[src/rtl/spi_txn_sequencer_pkg.sv]
// Shared definitions for the SPI memory-slave transaction sequencer.
//   - default address / data widths
//   - command-byte field positions: {addr[ADDR_W-1:0], rw}
//   - state encodings (also the value shown on the debug LEDs)
package spi_txn_sequencer_pkg;

   localparam int ADDR_W_DEF   = 7;
   localparam int DATA_W_DEF   = 8;

   localparam int CMD_RW_POS   = 0;
   localparam int CMD_ADDR_LSB = 1;

   typedef logic [2:0] state_t;

   localparam state_t ST_IDLE      = 3'd0;
   localparam state_t ST_CMD       = 3'd1;
   localparam state_t ST_LATCH     = 3'd2;
   localparam state_t ST_RD_WAIT   = 3'd3;
   localparam state_t ST_RD_LOAD   = 3'd4;
   localparam state_t ST_RD_SHIFT  = 3'd5;
   localparam state_t ST_WR_SHIFT  = 3'd6;
   localparam state_t ST_WR_COMMIT = 3'd7;

   // Builds a command byte with the default field layout.
   function automatic logic [DATA_W_DEF-1:0] cmd_byte(input logic [ADDR_W_DEF-1:0] addr,
                                                      input logic                  rw);
      return {addr, rw};
   endfunction

endpackage

[src/rtl/spi_txn_sequencer.sv]
// Transaction sequencer for the SPI memory slave.
// Consumes the conditioned chip select and single-clk SCLK edge pulses and
// produces the strobes that drive the shift register, address latch, data
// memory and MISO buffer. Bursts are supported by pulsing addr_inc after
// every data byte; the address latch does the wrap.
//
// Ports
//   clk        system clock
//   reset_n    asynchronous active-low reset
//   cs_n       conditioned chip select, active low
//   sclk_rise  one-clk pulse per SCLK rising edge (MOSI sample)
//   sclk_fall  one-clk pulse per SCLK falling edge (MISO update)
//   rw_bit     shift register bit 0 (1 = read, 0 = write)
//   addr_we    address latch capture strobe
//   addr_inc   address latch increment strobe
//   dm_we      data memory write strobe
//   sr_load    shift register parallel-load strobe
//   miso_en    MISO buffer enable
//   state_dbg  current state encoding for the LEDs
//
// state       | meaning
// ------------+---------------------------------------------------------
// IDLE      0 | waiting for cs_n low (after reset: high first, then low)
// CMD       1 | shifting in the command byte on sclk_rise
// LATCH     2 | address latch captures, branch on rw_bit
// RD_WAIT   3 | one clk of data memory read latency
// RD_LOAD   4 | shift register loads the read byte
// RD_SHIFT  5 | MISO driven, byte shifted out on sclk_fall
// WR_SHIFT  6 | data byte shifted in on sclk_rise
// WR_COMMIT 7 | data memory write and address increment
module spi_txn_sequencer
   import spi_txn_sequencer_pkg::*;
#(
   parameter int ADDR_W = ADDR_W_DEF,
   parameter int DATA_W = DATA_W_DEF
) (
   input  logic       clk,
   input  logic       reset_n,
   input  logic       cs_n,
   input  logic       sclk_rise,
   input  logic       sclk_fall,
   input  logic       rw_bit,
   output logic       addr_we,
   output logic       addr_inc,
   output logic       dm_we,
   output logic       sr_load,
   output logic       miso_en,
   output logic [2:0] state_dbg
);

   localparam int CNT_W = $clog2(DATA_W);
   // The command byte is {addr, rw}, i.e. ADDR_W+1 bits.
   localparam logic [CNT_W-1:0] CMD_LAST  = CNT_W'(ADDR_W);
   localparam logic [CNT_W-1:0] DATA_LAST = CNT_W'(DATA_W - 1);

   state_t           state_q, state_d;
   logic [CNT_W-1:0] cnt_q, cnt_d;
   logic             armed_q;
   logic             rd_done;
   logic             addr_we_q, addr_inc_q, dm_we_q, sr_load_q, miso_en_q;

   always_comb begin
      state_d = state_q;
      cnt_d   = cnt_q;
      rd_done = 1'b0;
      // Deselect wins over everything, including a byte-completing edge.
      if ((state_q != ST_IDLE) && cs_n) begin
         state_d = ST_IDLE;
         cnt_d   = '0;
      end else begin
         case (state_q)
            ST_IDLE: begin
               if (!cs_n && armed_q) begin
                  state_d = ST_CMD;
                  cnt_d   = '0;
               end
            end
            ST_CMD: begin
               if (sclk_rise) begin
                  if (cnt_q == CMD_LAST) begin
                     state_d = ST_LATCH;
                     cnt_d   = '0;
                  end else begin
                     cnt_d = cnt_q + 1'b1;
                  end
               end
            end
            ST_LATCH: begin
               state_d = rw_bit ? ST_RD_WAIT : ST_WR_SHIFT;
               cnt_d   = '0;
            end
            ST_RD_WAIT: state_d = ST_RD_LOAD;
            ST_RD_LOAD: state_d = ST_RD_SHIFT;
            ST_RD_SHIFT: begin
               if (sclk_fall) begin
                  if (cnt_q == DATA_LAST) begin
                     state_d = ST_RD_WAIT;
                     cnt_d   = '0;
                     rd_done = 1'b1;
                  end else begin
                     cnt_d = cnt_q + 1'b1;
                  end
               end
            end
            ST_WR_SHIFT: begin
               if (sclk_rise) begin
                  if (cnt_q == DATA_LAST) begin
                     state_d = ST_WR_COMMIT;
                     cnt_d   = '0;
                  end else begin
                     cnt_d = cnt_q + 1'b1;
                  end
               end
            end
            ST_WR_COMMIT: begin
               state_d = ST_WR_SHIFT;
               cnt_d   = '0;
            end
            default: begin
               state_d = ST_IDLE;
               cnt_d   = '0;
            end
         endcase
      end
   end

   // Strobes are registered from the next state so they line up with the
   // state they belong to and never glitch.
   always_ff @(posedge clk or negedge reset_n) begin
      if (!reset_n) begin
         state_q    <= ST_IDLE;
         cnt_q      <= '0;
         armed_q    <= 1'b0;
         addr_we_q  <= 1'b0;
         addr_inc_q <= 1'b0;
         dm_we_q    <= 1'b0;
         sr_load_q  <= 1'b0;
         miso_en_q  <= 1'b0;
      end else begin
         state_q    <= state_d;
         cnt_q      <= cnt_d;
         // A fresh transaction needs cs_n seen high at least once after reset.
         armed_q    <= armed_q | cs_n;
         addr_we_q  <= (state_d == ST_LATCH);
         addr_inc_q <= rd_done | (state_d == ST_WR_COMMIT);
         dm_we_q    <= (state_d == ST_WR_COMMIT);
         sr_load_q  <= (state_d == ST_RD_LOAD);
         miso_en_q  <= (state_d == ST_RD_SHIFT);
      end
   end

   assign addr_we   = addr_we_q;
   assign addr_inc  = addr_inc_q;
   assign dm_we     = dm_we_q;
   assign sr_load   = sr_load_q;
   assign miso_en   = miso_en_q;
   assign state_dbg = state_q;

endmodule

[config.mk]
export PLATFORM = sky130hd
export DESIGN_NAME = spi_txn_sequencer
export DESIGN_NICKNAME = d
export VERILOG_FILES = /design/src/rtl/spi_txn_sequencer_pkg.sv /design/src/rtl/spi_txn_sequencer.sv
export SDC_FILE = /design/constraint.sdc
export NUM_CORES = 1
export LEC_CHECK = 0
export CORE_MARGIN = 2
export CORE_UTILIZATION = 40
export CTS_CLUSTER_DIAMETER = 120
export DETAILED_ROUTE_END_ITERATION = 8
export PLACE_DENSITY = 0.76
export SYNTH_ARGS = -nofsm -noshare
export SYNTH_HDL_FRONTEND = slang
export SYNTH_SLANG_ARGS = --single-unit
[constraint.sdc]
create_clock -name clk -period 2.35 [get_ports clk]
set_clock_uncertainty 0.15 [all_clocks]
set_input_delay 0.5875 -clock clk [delete_from_list [all_inputs] [get_ports clk]]
set_output_delay 0.5875 -clock clk [all_outputs]
set_load 0.1 [all_outputs]
# Word level (Yosys, flattened, before mapping)
# Cells that the tools add are included.
[op_classes]
n_mux = 20
n_eq_ne = 15
n_bitwise = 2
n_reduce_logical = 9
add_sub_neg = 1
[ops]
columns = ["operator", "n"]
rows = [
  ["$mux 3", 14],
  ["$eq 3x3->1 const B", 8],
  ["$pmux 3 s8", 1],
  ["$pmux 3 s4", 1],
  ["$eq 3x2->1 const B", 3],
  ["$ne 3x3->1 const B", 2],
  ["$reduce_bool 5->1", 1],
  ["$mux 1", 4],
  ["$reduce_and 4->1", 1],
  ["$reduce_or 2->1", 2],
  ["$add 3x1->3 const B", 1],
  ["$eq 3x1->1 const B", 1],
  ["$logic_not 3->1", 1],
  ["$ne 3x1->1 const B", 1],
  ["$reduce_bool 3->1", 1],
  ["$logic_and 1x1->1", 2],
  ["$or 1x1->1", 2],
  ["$logic_not 1->1", 1],
]
[word_totals]
out_inout_bits = 8
wordCells = 55
reg_bits = 12

# Depth between registers and ports, before layout
# Gate-level depths: netlist of the first run.
[logic_depth]
depth_word = 7
depth_mapped = 6
ltp_nobuf = 6

# Least setup slack after synthesis of the first run
# No wires, ideal clock.
[synth_timing]
path_type = "reg-to-reg"
start = "reg state_q[0] (netlist: state_dbg[0])"
end = "reg cnt_q[0]"
setup_ns = 0.079
required_time_ns = 2.121
t_arrival_ns = 1.867
path_slack_ns = 0.253
path_stages_with_launch = 6
path_cell_list = "dfrtp_1 > buf_4 > nand2_1 > a2bb2oi_1 > o221ai_2 > mux2i_1"
[synth_via]
elab_chain_cells = 4
[synth_rtl]
columns = ["element", "line_no", "text"]
rows = [
  ["from (decl)", "spi_txn_sequencer.sv:56", "state_t state_q, state_d;"],
  ["from (signal assigned)", "spi_txn_sequencer.sv:140", "state_q <= state_d;"],
  ["$eq 3x3->1 (tied with other cells)", "spi_txn_sequencer.sv:71", "case (state_q)"],
  ["$reduce_or 2->1 (no line) or $logic_and 1x1->1 (tied branches)", "n/a", ""],
  ["$ne 3x1->1 (no line) (tied with other cells)", "n/a", ""],
  ["$reduce_and 4->1 (no line) or $mux 3 (tied branches)", "n/a", ""],
  ["to (signal assigned)", "spi_txn_sequencer.sv:141", "cnt_q <= cnt_d;"],
  ["to (decl)", "spi_txn_sequencer.sv:57", "logic [CNT_W-1:0] cnt_q, cnt_d;"],
]
# Parallel ways exist; a longest one is shown, timed or not.
# A chain may end at the register's enable or synchronous reset.

# Worst setup path after layout of the first run
[layout_timing]
start = "reg state_q[1] (netlist: state_dbg[1])"
end = "out state_dbg[1]"
[layout_lines]
columns = ["element", "line_no", "text"]
rows = [
  ["to (decl)", "spi_txn_sequencer.sv:48", "output logic [2:0] state_dbg"],
]
# No word-level cell between the ends.

==> results of run 1 <==
==> registers in the layout (all words and copies together), names as in the netlist <==
register and cells:
state_dbg 3, cnt_q 3, sr_load 1, armed_q 1, dm_we 1, addr_inc 1, addr_we 1, miso_en 1
==> Yosys cell counts <==
master	number
nand3b_1	2
nand3_1	1
mux2_2	1
nand2_2	1
clkbuf_1	1
nor3_2	1
o311a_1	1
a22o_1	1
o211ai_1	1
mux2i_1	4
dfrtp_1	12
a32oi_2	1
nand2_1	9
nor2_1	6
a31oi_2	1
or3_1	1
o21ai_0	1
nor3_1	3
or2_2	1
nand2b_1	4
ha_1	2
buf_4	3
o31ai_1	1
nor3b_1	2
a21oi_1	2
o221ai_2	1
nor4_1	1
a2bb2oi_1	1
and4bb_1	1
==> cell type report <==
| type | instances | area (µm²) | share of cell area |
|---|---|---|---|
| flip-flops and latches | 12 | 300.3 | 0.3514 |
| repair buffers | 14 | 155.1 | 0.1816 |
| well taps | 16 | 20.02 | 0.02343 |
| clock buffers | 3 | 22.52 | 0.02635 |
| multi-input cells | 51 | 356.6 | 0.4173 |
==> where the power goes <==
group | switching [mW] | internal [mW] | leakage (nW)
sequential | 0.00530 | 0.210 | 0.159
clock | 0.0643 | 0.0595 | 0.0138
combinational | 0.0268 | 0.0228 | 0.206
total | 0.0963 | 0.292 | 0.379
==> final timing paths <==
check | startpoint | to | slack [ps] | cells past startpoint
min reg2reg | armed_q$_DFF_PN0_ | armed_q$_DFF_PN0_ | 360 | 1
max in group asynchronous | reset_n | addr_we$_DFF_PN0_ | 1170 | 1
max reg2reg | cnt_q[0]$_DFFE_PN0P_ | sr_load$_DFF_PN0_ | 480 | 6
min in group asynchronous | reset_n | cnt_q[2]$_DFFE_PN0P_ | 520 | 1
min | armed_q$_DFF_PN0_ | armed_q$_DFF_PN0_ | 360 | 1
max | state_dbg[1]$_DFF_PN0_ | state_dbg[1] | 370 | 1
==> kinds of logic after synthesis <==
logic type,count (synthesis)
compound gates,11
fa+ha+maj,2
buf+inv,4
flops,12
mux,5
simple gates,33
==> stage by stage <==
stage	cell area [µm²]	instances	utilization	setup slack, ps
after floorplan	683.2	67	-	253.2
after global placement	832.0	93	0.5337	181.9
after detailed placement	832.0	93	0.5337	114.1
after CTS	854.6	96	0.5482	369.9
after global routing	854.6	96	0.5482	310.1
final	854.6	96	0.5482	373.2
==> per-layer routing <==
layer	part of all wire	track usage	vias up
met5	0	0	-
met4	0.020	0.1059	0
met3	0.039	0.06400	2
met2	0.47	0.2200	11
met1	0.47	0.1894	281
li1	-	-	270
==> flow_metrics.env, run 1 <==
export IMPL_cts_hold_buf=0
export IMPL_arrival_ps=1240
export IMPL_drc=0
export IMPL_wl_per_cell_um=13.75
export IMPL_start_util=0.4382
export IMPL_maxSlewViolCount=0
export IMPL_crit_chain="buf_12"
export IMPL_cp_slowest_cell="dfrtp_1"
export IMPL_synth_top_family_by_area="simple AND/OR/NAND/NOR gates"
export IMPL_synth_mux_area_frac=0.07509
export IMPL_area_growth_pct=25.09
export IMPL_finalSetupViolCount=0
export IMPL_synth_seq_cells=12
export IMPL_synth_cell_types=29
export IMPL_antenna_found_initial=0
export IMPL_insertion_delay_ps=280
export IMPL_rows=14
export IMPL_first_global_vias=482
export IMPL_hold_viol=0
export IMPL_vdd_ir_drop_max_mv=0.3246
export IMPL_vias=564
export IMPL_cts_root_buf="clkbuf_4"
export IMPL_critical_path_top_delay_family="flip-flops"
export IMPL_drive_gt1_frac=0.2375
export IMPL_h_tree_depth=1
export IMPL_grt_overflow=0
export IMPL_finalWeightedCongestion=0.8618
export IMPL_grt_first_pass_wirelength_mm=2.132
export IMPL_path_class="reg2out"
export IMPL_yosys_area_share_adder=0.03663
export IMPL_min_period_over_period=0.8412
export IMPL_fin_nets=90
export IMPL_synth_compound_area_frac=0.1484
export IMPL_path_buf_inv=1
export IMPL_boundaryPins=14
export IMPL_diodes=0
export IMPL_dr_pass1_iters=4
export IMPL_clock_fmax_mhz=505.9
export IMPL_p_leak_nw=0.3795
export IMPL_cts_resized_gates=0
export IMPL_synth_xor_area_frac=0
export IMPL_end_kind="primary output"
export IMPL_syn_avg_cell_area_um2=10.20
export IMPL_yosysTopAreaCellShare=0.4396
export IMPL_coreArea_um2=1559
export IMPL_vias_per_cell=5.875
export IMPL_drt_antenna_violating_nets=0
export IMPL_numCtsBuffers=3
export IMPL_drt_iter0_markers=12
export IMPL_synthCells=67
export IMPL_drt_wl_total_mm=1.320
export IMPL_synth_top_area_cell="dfrtp_1"
export IMPL_track_usage=0.1549
export IMPL_mostFrequentLayoutCell="dfrtp_1"
export IMPL_max_stage_delay_ps=710
export IMPL_cts_tree="yes"
export IMPL_port_buffers=13
export IMPL_final_cell_mix="dfrtp_1, nand2_1, nor2_1, buf_4, clkdlybuf4s50_1"
export IMPL_syn_cell_area_um2=683.2
export IMPL_outcome="complete, no violations"
export IMPL_hold_slack_ps=364.4
export IMPL_fp_dieW_um=45.33
export IMPL_synth_simple_area_share=0.2619
export IMPL_synth_nets=75
export IMPL_fin_crit_ps=1977
export IMPL_worst_pin_slew_ps=576.6
export IMPL_synth_seq_area_share=0.4396
export IMPL_tns_ps=0
export IMPL_worstPathRequired_ps=1610
export IMPL_hold_path_class="reg2reg"
export IMPL_power_total_mw=0.3884
export IMPL_yosysWarnings=0
export IMPL_relSlewSlack=0.6156
export IMPL_power_density_nw_per_um2=454.6
export IMPL_clock_sinks=12
export IMPL_crit_fanout=15
export IMPL_dp_hpwl_um=975.5
export IMPL_grt_max_degree=17
export IMPL_cap_violations=0
export IMPL_ys_top_cells_by_area="dfrtp_1, mux2i_1, nand2_1"
export IMPL_cts_buffer_depth=2
export IMPL_clkTransAtPathRegs_ps=70
export IMPL_rsz0062_at_grt="no"
export IMPL_startpoint_type="flop"
export IMPL_post_cts_setup_buffer_count=0
export IMPL_fillCellCount=134
export IMPL_dieArea_um2=2054
export IMPL_fp_dieH_um=45.33
(Power assumes the default switching activity.)
==> inputs of run 2 (changes only) <==
PLACE_DENSITY = 0.78   (was 0.76)
clock period = 1.7 ns   (was 2.35 ns; I/O delays follow)
==> run 2 against run 1 <==
Against the previous run: cell area increased by 32%; clock power increased by 82%; cell count increased by 16%; critical endpoint is now state_dbg[2]; first-iteration DRC count increased by 8.3%; largest cell class unchanged.
==> flow_metrics.env, run 2 (same netlist as run 1, synthesis figures left out) <==
export IMPL_cts_tree="yes"
export IMPL_worstPathRequired_ps=1120
export IMPL_start_util=0.4382
export IMPL_clock_fmax_mhz=595.4
export IMPL_vias_per_cell=5.595
export IMPL_crit_chain="buf_6 > buf_12"
export IMPL_worst_pin_slew_ps=417.0
export IMPL_fin_nets=104
export IMPL_p_leak_nw=0.4958
export IMPL_path_class="reg2out"
export IMPL_cp_startpoint="state_dbg[2]$_DFF_PN0_"
export IMPL_arrival_ps=1100
export IMPL_drt_iter0_markers=13
export IMPL_grt_max_degree=17
export IMPL_maxSlewViolCount=0
export IMPL_wl_per_cell_um=14.04
export IMPL_vdd_ir_drop_max_mv=0.5542
export IMPL_track_usage=0.1845
export IMPL_fp_dieW_um=45.33
export IMPL_clkTransAtPathRegs_ps=70
export IMPL_cts_buffer_depth=2
export IMPL_vias=621
export IMPL_mostFrequentLayoutCell="buf_4"
export IMPL_drt_wl_total_mm=1.558
export IMPL_setup_ws_ps=20.58
export IMPL_dr_pass1_iters=4
export IMPL_end_kind="primary output"
export IMPL_finalSetupViolCount=0
export IMPL_crit_fanout=9
export IMPL_outcome="complete, no violations"
export IMPL_first_global_vias=575
export IMPL_fin_crit_ps=1679
export IMPL_r2r_start="cnt_q[0]$_DFFE_PN0P_"
export IMPL_clock_sinks=12
export IMPL_drive_gt1_frac=0.4632
export IMPL_diodes=0
export IMPL_insertion_delay_ps=280
export IMPL_dieArea_um2=2054
export IMPL_rows=14
export IMPL_relSlewSlack=0.7194
export IMPL_cap_violations=0
export IMPL_tns_ps=0
export IMPL_cts_hold_buf=0
export IMPL_port_buffers=13
export IMPL_drt_antenna_violating_nets=0
export IMPL_numCtsBuffers=3
export IMPL_antenna_found_initial=0
export IMPL_dp_hpwl_mm=1.044
export IMPL_power_density_nw_per_um2=533.8
export IMPL_startpoint_type="flop"
export IMPL_boundaryPins=14
export IMPL_min_period_over_period=0.9879
export IMPL_rsz0062_at_grt="yes"
export IMPL_drc=0
export IMPL_hold_path_class="in2async"
export IMPL_final_cell_mix="buf_4, nand2_1, dfrtp_1, buf_12, nor2_1"
export IMPL_area_growth_pct=65.20
export IMPL_hold_slack_ps=287.1
export IMPL_grt_first_pass_wirelength_mm=2.553
export IMPL_max_stage_delay_ps=530
export IMPL_grt_overflow=0
export IMPL_cp_slowest_cell="dfrtp_4"
export IMPL_finalWeightedCongestion=0.8405
export IMPL_coreArea_um2=1559
export IMPL_cts_root_buf="clkbuf_4"
export IMPL_h_tree_depth=1
export IMPL_fp_dieH_um=45.33
export IMPL_place_ws_ps=-309.4
export IMPL_hold_viol=0
==> run 2: cell types whose count changed in the layout (fill, tap and decap cells not counted), moves of 3 or more <==
cell,delta
buf_12,+6
buf_6,+3
dfrtp_1,-3
dfrtp_4,+3
buf_4,+5
clkdlybuf4s50_1,-3
==> run 2: power by group <==
| part | switching (mW) | internal [mW] | leakage (nW) |
|---|---|---|---|
| registers | 0.00759 | 0.291 | 0.154 |
| logic | 0.0416 | 0.0368 | 0.320 |
| clock network | 0.0954 | 0.130 | 0.0210 |
==> run 2: path summary, 6_finish.rpt <==
kind / slack (ps) / cells past startpoint / end
setup / recovery: 20 / 2 / state_dbg[2]
hold / removal: 290 / 2 / cnt_q[1]$_DFFE_PN0P_
setup reg to reg: 50 / 7 / dm_we$_DFF_PN0_
hold reg to reg: 370 / 1 / armed_q$_DFF_PN0_
max in group asynchronous: 940 / 2 / state_dbg[0]$_DFF_PN0_
min in group clk: 370 / 1 / armed_q$_DFF_PN0_
==> run 2: layout make-up <==
cell class	count	area (µm²)
clock buffers	4	36.28
fillers	100	430.4
multi-input cells	51	410.4
flip-flops and latches	12	311.5
well taps	16	20.02
repair buffers	28	350.3
==> run 2: critical path, delay by kind of cell (launching register included) <==
kind	cells	cell delay, ps
buffers and inverters	2	290
DFF	1	530
==> run 2: through the flow <==
step / util / instance area, µm² / cells / total power, mW
global route: 0.7239 / 1129 / 111 / 0.6279
finish: 0.7239 / 1129 / 111 / 0.6025
global placement: 0.6180 / 963.4 / 100 / 0.3768
CTS: 0.6854 / 1069 / 109 / 0.6038
detailed placement: 0.6180 / 963.4 / 100 / 0.3799
floorplan: - / 706.9 / 67 / 0.3410
==> run 2: timing repair <==
action / in CTS / in global routing
gates cloned: 0 / 0
pin swaps: 5 / 6
buffers inserted: 5 / 2
setup endpoints to repair: 5 / 8
resized for setup: 5 / 11
hold endpoints to repair: 0 / 0
==> run 2: metal layers <==
layer | share of wire | wire length (µm) | global-route usage
met1 | 0.44 | 681 | 0.2316
met2 | 0.49 | 762 | 0.2743
met3 | 0.026 | 41 | 0.02000
met4 | 0.047 | 73 | 0.1706
met5 | 0 | 0 | 0
